### src/rtl/ram_pair_alu_engine.sv
// Streams a block of words from two synchronous RAMs through per-channel ALU ops and writes the results back in place.
// Read-to-write latency is one cycle. There is no backpressure: once started, a run proceeds at one word per cycle until it finishes or is aborted.
module ram_pair_alu_engine #(
  parameter int DATA_W = 8,
  parameter int ADDR_W = 9
) (
  input  logic              CLOCK_50_I,
  input  logic              RESET_I,
  input  logic              start_i,
  input  logic              abort_i,
  input  logic [ADDR_W-1:0] base_addr_i,
  input  logic [ADDR_W:0]   length_i,
  input  logic [2:0]        op0_i,
  input  logic [2:0]        op1_i,
  input  logic [1:0]        ch_en_i,
  output logic [ADDR_W-1:0] ram_rd_addr_o,
  input  logic [DATA_W-1:0] ram0_rd_data_i,
  input  logic [DATA_W-1:0] ram1_rd_data_i,
  output logic [ADDR_W-1:0] ram_wr_addr_o,
  output logic [DATA_W-1:0] ram0_wr_data_o,
  output logic [DATA_W-1:0] ram1_wr_data_o,
  output logic              ram0_wr_en_o,
  output logic              ram1_wr_en_o,
  output logic              busy_o,
  output logic              done_o,
  output logic [DATA_W-1:0] checksum_o
);

  typedef enum logic [1:0] {
    S_IDLE,
    S_READ_WRITE,
    S_LAST_WRITE,
    S_DONE
  } state_t;

  localparam logic [ADDR_W:0] DEPTH = {1'b1, {ADDR_W{1'b0}}};

  state_t          state;
  logic [ADDR_W:0] reads_left;
  logic [2:0]      op0_q;
  logic [2:0]      op1_q;
  logic [1:0]      ch_en_q;
  logic [ADDR_W:0] len_clamped;

  function automatic logic [DATA_W-1:0] alu(input logic [2:0] op,
                                            input logic [DATA_W-1:0] a,
                                            input logic [DATA_W-1:0] b);
    logic [DATA_W:0] sum;
    sum = {1'b0, a} + {1'b0, b};
    case (op)
      3'd0:    alu = a + b;
      3'd1:    alu = a - b;
      3'd2:    alu = sum[DATA_W] ? {DATA_W{1'b1}} : sum[DATA_W-1:0];
      3'd3:    alu = (a > b) ? a - b : '0;
      3'd4:    alu = (a >= b) ? a - b : b - a;
      3'd5:    alu = (a > b) ? a : b;
      3'd6:    alu = (a < b) ? a : b;
      default: alu = a;
    endcase
  endfunction

  assign len_clamped    = (length_i > DEPTH) ? DEPTH : length_i;
  assign ram0_wr_data_o = alu(op0_q, ram0_rd_data_i, ram1_rd_data_i);
  assign ram1_wr_data_o = alu(op1_q, ram0_rd_data_i, ram1_rd_data_i);

  always_ff @(posedge CLOCK_50_I or posedge RESET_I) begin
    if (RESET_I) begin
      state         <= S_IDLE;
      reads_left    <= '0;
      op0_q         <= '0;
      op1_q         <= '0;
      ch_en_q       <= '0;
      ram_rd_addr_o <= '0;
      ram_wr_addr_o <= '0;
      ram0_wr_en_o  <= 1'b0;
      ram1_wr_en_o  <= 1'b0;
      busy_o        <= 1'b0;
      done_o        <= 1'b0;
      checksum_o    <= '0;
    end else begin
      done_o       <= 1'b0;
      ram0_wr_en_o <= 1'b0;
      ram1_wr_en_o <= 1'b0;
      // Fold in whatever is being written this cycle; enables are never set in S_IDLE.
      checksum_o <= checksum_o
                    ^ ({DATA_W{ram0_wr_en_o}} & ram0_wr_data_o)
                    ^ ({DATA_W{ram1_wr_en_o}} & ram1_wr_data_o);
      case (state)
        S_IDLE: begin
          if (start_i) begin
            op0_q         <= op0_i;
            op1_q         <= op1_i;
            ch_en_q       <= ch_en_i;
            reads_left    <= len_clamped;
            checksum_o    <= '0;
            ram_rd_addr_o <= base_addr_i;
            // Parked one behind the read pointer so the two never collide.
            ram_wr_addr_o <= base_addr_i - 1'b1;
            if (len_clamped == '0) begin
              state  <= S_DONE;
              done_o <= 1'b1;
            end else begin
              state  <= S_READ_WRITE;
              busy_o <= 1'b1;
            end
          end
        end
        S_READ_WRITE: begin
          if (abort_i) begin
            state  <= S_IDLE;
            busy_o <= 1'b0;
          end else begin
            ram0_wr_en_o  <= ch_en_q[0];
            ram1_wr_en_o  <= ch_en_q[1];
            ram_wr_addr_o <= ram_rd_addr_o;
            ram_rd_addr_o <= ram_rd_addr_o + 1'b1;
            reads_left    <= reads_left - 1'b1;
            if (reads_left == {{ADDR_W{1'b0}}, 1'b1})
              state <= S_LAST_WRITE;
          end
        end
        S_LAST_WRITE: begin
          busy_o <= 1'b0;
          if (abort_i) begin
            state <= S_IDLE;
          end else begin
            state  <= S_DONE;
            done_o <= 1'b1;
          end
        end
        S_DONE: begin
          state <= S_IDLE;
        end
        default: begin
          state <= S_IDLE;
        end
      endcase
    end
  end

endmodule

### config.mk
export PLATFORM = sky130hd
export DESIGN_NAME = ram_pair_alu_engine
export DESIGN_NICKNAME = d
export VERILOG_FILES = /design/src/rtl/ram_pair_alu_engine.sv
export SDC_FILE = /design/constraint.sdc
export NUM_CORES = 1
export LEC_CHECK = 0
export ABC_AREA = 0
export CORE_MARGIN = 2
export CORE_UTILIZATION = 61
export CTS_BUF_LIST = sky130_fd_sc_hd__clkbuf_8
export DETAILED_ROUTE_END_ITERATION = 8
export PLACE_DENSITY = 0.87
export SLEW_MARGIN = 20
export SYNTH_ARGS = -nofsm -noshare
export SYNTH_HDL_FRONTEND = slang
export SYNTH_SLANG_ARGS = --single-unit
### constraint.sdc
create_clock -name CLOCK_50_I -period 9.1 [get_ports CLOCK_50_I]
set_input_delay 1.82 -clock CLOCK_50_I [delete_from_list [all_inputs] [get_ports CLOCK_50_I]]
set_output_delay 1.82 -clock CLOCK_50_I [all_outputs]
set_load 0.01 [all_outputs]
After elaboration in Yosys (flattened, before gate mapping) --
Cells that the tools add are included. W data, S select, Z words.
Storage, ports and cells: bits in registers 50, bits of input ports 47, output and inout port bits 46, word-level logic and storage cells 95
Operators by class: add/sub/neg operators 7, order comparisons 4, equal/unequal tests 21, multiplexer cells 37, bitwise logic cells 4, reduce and logical (&&, ||, !) cells 10
Operators by type and width (number):
- $pmux W8 S7 | 2
- $mux W8 | 7
- $mux W9 | 4
- $pmux W9 S2 | 2
- $mux W10 | 3
- $pmux W10 S2 | 1
- $eq A3 B3 Y1 const B | 6
- $and A8 B8 Y8 | 2
- $sub A8 B8 Y8 | 2
- $xor A8 B8 Y8 | 2
- $eq A3 B2 Y1 const B | 4
- $eq A10 B1 Y1 const B | 1
- $gt A10 B10 Y1 const B | 1
- $logic_not A10 Y1 | 1
- $mux W1 | 10
- $mux W2 | 5
- $sub A10 B1 Y10 const B | 1
- $add A8 B8 Y9 | 1
- $add A9 B1 Y9 const B | 1
- $sub A9 B1 Y9 const B | 1
- $add A8 B8 Y8 | 1
- $ge A8 B8 Y1 | 1
- $gt A8 B8 Y1 | 1
- $lt A8 B8 Y1 | 1
- other kinds (15) | 22

Depth between registers and ports, before layout --
depth after elaboration 8, depth in mapped cells 15

Worst setup path before layout --
No wires, ideal clock.
path type input port to output port, start point in ram0_rd_data_i[0], end point out ram1_wr_data_o[6], data arrival time 3946 ps, data required time 7280 ps, slack 3334 ps, cell stages on the path 11, buffers on the path 0, cell sequence inv_1 ha_1 inv_1 fa_1 nand3_2 a31oi_1 nor2_1 mux2i_1 a21oi_1 or2_2 a22oi_1
Between the ends: word-level cells in the longest chain between the ends 3
Ends and longest elaborated chain:
- from (decl) | RTL line 17 | input logic [DATA_W-1:0] ram0_rd_data_i,
- $sub A8 B8 Y8, or another cell as far along | RTL line 55 | 3'd4: alu = (a >= b) ? a - b : b - a;
- $mux W8 (on tied branches)
- $pmux W8 S7 * | RTL line 50 | case (op)
- to (decl) | RTL line 21 | output logic [DATA_W-1:0] ram1_wr_data_o,
Every way passes the cells marked *; elsewhere a longest branch is shown, timed or not.

Final worst setup path --
start point in ram0_rd_data_i[5], end point out ram1_wr_data_o[6]
The elaborated chain is that of the path after synthesis.

==> impl_results.md <==
* Post-synthesis xor/xnor area fraction at 4.430%
* Antenna Cells at 0
* I/O pin total at 93
* Die width at between 100 and 150 um
* Fin crit share at 89.44%
* CP top delay family: compound AO/OA/AOI/OAI gates
* Clk sinks at 50
* Main combinational cell family by area after synthesis: compound AO/OA/AOI/OAI gates
* Die Area at 10380 um2
* Worst-Skew Late Latency at around 0.32 ns
* Max clock buf depth at 2
* Mux contribution to synthesized area at between 3 and 4%
* Metal3 WL at 2575 um
* Detailed Routing Iterations Pass 1 at 8
* Nets@finish at between 900 and 1000
* Max incr delay on CP at 0.88 ns
* DP HPWL at 15930 um
* Post-synth ARST share at 100.0%
* Ratio of cells with drive above 1 in the final layout at 5.146%
* Post-CTS sizing at 0
* Outcome: completed
* PwrDens at 303.6 nW/um2
* Post-Syn Nets at around 880
* DRC errors left at 0
* RSZ-0062 raised after global routing: no
* Tmin final at just over 8 ns
* TritonCTS Buffers at 5
* Cells after synthesis at 795
* Multi-input logic area at 4227 um2
* Critical Path Start Type: input pin
* Final setup fails at 0
* Synth Warn # at 0
* CP Buf/Inv Count at 3
* Post-synth EDFFs at 0
* Largest net degree at the start of global routing at 51
* Predominant post-synthesis flop cell: dfrtp_1
* Worst VDD drop at 260.4 uV
* Register area share after synthesis at 21.40%
* Compound-cell area share of the yosys netlist at 31.52%
* Met2 Wirelength at a little over 9000 um
* Synth Area in Adders at under 10%
* Critical Path Sink Type: output pin
* Number of nets with antenna violations after routing at 0
* Initial antenna violation count at 0
* Clock slew at reported path FFs at 0.09 ns
* Drt first-iter violations at 864
* Worst-margin pin slew at 1.096 ns
* Vias in the first global route at between 6000 and 7000
* Vias per cell at between 6 and 7
* TritonCTS clock tree: built
* Rel. slew slack at a little over a quarter
* Total core area at slightly above 9000 um2
* Syn-to-layout area delta at 17.63%
* Crit Path Class: input pin to output pin
* Total power at about 2.1 mW
* GRT Util Overall at 40.20%
* I/O Buffers at 92
* Root Driver: clkbuf_8
* Via Count at 6760
* Setup Skew at 0.01673 ns
* GPL Wtd Cong at 1.020
* Hold WS at just under 0.5 ns
* Synthesized flop and latch total at 50
* Worst path slowest cell: o21ai_2
* Max-cap violations at 0
* DR WL/cell at around 22 um
* Grt total ovfl at 0
* H-tree levels at 2
* FF+latch area at 1251 um2
* Post-synthesis simple-gate area fraction at between 20% and 30%
* Util after Layout at 74.08%
* Worst-path fanout max at 27
* Setup TNS Final at 0 ns
* Top Layer Used: met4
* Hold Crit Class: register to register
* Initial Utilization at 62.98%
* Setup repair bufs after CTS at 0
* Chip height at between 100 and 150 um
* R2R Setup Slk at 5.93 ns
* Worst EP arrival at approximately 6.3 ns
* Post-Route M1 WL at 8721 um
* CP cell instances: clkdlybuf4s50_1 > inv_1 > ha_1 > a21oi_2 > o21ai_4 > o21ai_2 > a21boi_0 > o22ai_1 > a21oi_1 > or2_2 > a22oi_1 > clkdlybuf4s50_1
* Detailed-route wire length at 21200 um
* Row cnt at 35
* Most used cell, CP: clkdlybuf4s50_1
* Final Max Tran Viols at 0
* Cell Area, Synth at about 5800 um2
* Critical Path RT at 7.28 ns
* Max Clk Rate at 122.9 MHz
* Synth cell types at 85
* Syn avg cell area at approximately 7.4 um2
* LEAKAGE at 2.787 nW
* First-pass GRT wire length at 33020 um
* Endpoints failing hold at 0
* Hold_buf cts at 0
* Fillers at 735
==> stage by stage <==
stage          cell area (um2)  std cells  worst slack [ns]
6_report                  6878        984            0.9612
5_1_grt                   6878        984            0.8315
4_1_cts                   6877        984             1.184
3_5_place_dp              6755        976             1.209
3_3_place_gp              6755        976             1.336
2_1_floorplan             5847        795             3.334
==> cell usage after synthesis (8+ instances only) <==
| cell | n | area, um2 |
|---|---|---|
| a22oi_1 | 8 | 60.06 |
| clkbuf_1 | 27 | 101.4 |
| dfrtp_1 | 50 | 1251 |
| nand2b_1 | 11 | 68.82 |
| a21oi_1 | 64 | 320.3 |
| buf_2 | 10 | 50.05 |
| o21ai_0 | 69 | 345.3 |
| nor2_1 | 90 | 337.8 |
| nor3_1 | 21 | 105.1 |
| mux2i_1 | 19 | 190.2 |
| a21o_1 | 10 | 75.07 |
| o211ai_1 | 8 | 60.06 |
| nand3_1 | 32 | 160.2 |
| nand2_1 | 85 | 319.1 |
| nor3b_1 | 12 | 90.09 |
| xnor2_1 | 20 | 175.2 |
| inv_1 | 44 | 165.2 |
| ha_1 | 30 | 375.4 |
==> worst reg2reg max path, stage by stage (launching register included) <==
cell and delay, ns:
dfrtp_1 0.80, clkinv_1 0.51, nor2_1 0.56, nand2_1 0.12
mux2i_1 0.15, nand2_1 0.08, a32oi_1 0.32, o21a_1 0.19
xnor3_1 0.30, nor2_1 0.08
==> cell type report <==
class / instances / area share [%]
inverters: 46 / 2.529
clock inverters: 2 / 0.5639
clock buffers: 6 / 1.201
multi-input cells: 656 / 61.45
flip-flops and latches: 50 / 18.19
well taps: 129 / 2.347
repair buffers: 95 / 13.72
==> path summary, 6_finish.rpt <==
kind,cells past startpoint,to,from
setup reg to reg,9,checksum_o[1]$_DFF_PP0_,op0_q[0]$_DFFE_PP0P_
hold reg to reg,2,ch_en_q[0]$_DFFE_PP0P_,ch_en_q[0]$_DFFE_PP0P_
setup / recovery,12,ram1_wr_data_o[6],ram0_rd_data_i[5]
min in group asynchronous,2,op1_q[2]$_DFFE_PP0P_,RESET_I
hold / removal,2,ch_en_q[0]$_DFFE_PP0P_,ch_en_q[0]$_DFFE_PP0P_
max in group asynchronous,2,ram_rd_addr_o[8]$_DFFE_PP0P_,RESET_I
==> placed cells by master, fill, tap and decap left out, types with 12 or more instances in the layout <==
| master | instances |
|---|---|
| dfrtp_1 | 50 |
| nand3_1 | 32 |
| ha_1 | 30 |
| nor3_1 | 21 |
| nand2_1 | 85 |
| nor2_1 | 90 |
| xnor2_1 | 20 |
| a21oi_1 | 64 |
| nor3b_1 | 12 |
| o21ai_0 | 69 |
| inv_1 | 43 |
| mux2i_1 | 19 |
| clkdlybuf4s50_1 | 92 |
==> sequential cells by signal, indices dropped and copies added (netlist names) <==
signal / flops
op0_q: 3
ram1_wr_en_o: 1
ram_wr_addr_o: 9
op1_q: 3
state: 2
busy_o: 1
reads_left: 10
ch_en_q: 2
done_o: 1
ram0_wr_en_o: 1
ram_rd_addr_o: 9
checksum_o: 8
==> power breakdown <==
part	internal [mW]	total (mW)	switching, mW	leakage, nW
registers	0.323	0.495	0.172	0.620
logic	0.619	1.42	0.801	2.11
clock network	0.0906	0.173	0.0827	0.0618
==> kinds of logic after synthesis <==
group,after synthesis
AND/OR/NAND/NOR,305
adder cells (fa/ha/maj),33
flip-flops,50
multiplexers,21
XOR/XNOR,28
AO/OA/AOI/OAI,269
buffers and inverters,89
==> routing by layer <==
metal | up-vias | GRT usage, %
met3 | 81 | 9.302
li1 | 3014 | -
met4 | 0 | 12.72
met2 | 507 | 61.34
met5 | - | 0
met1 | 3158 | 56.66
Power figures use the tool's default switching activity.
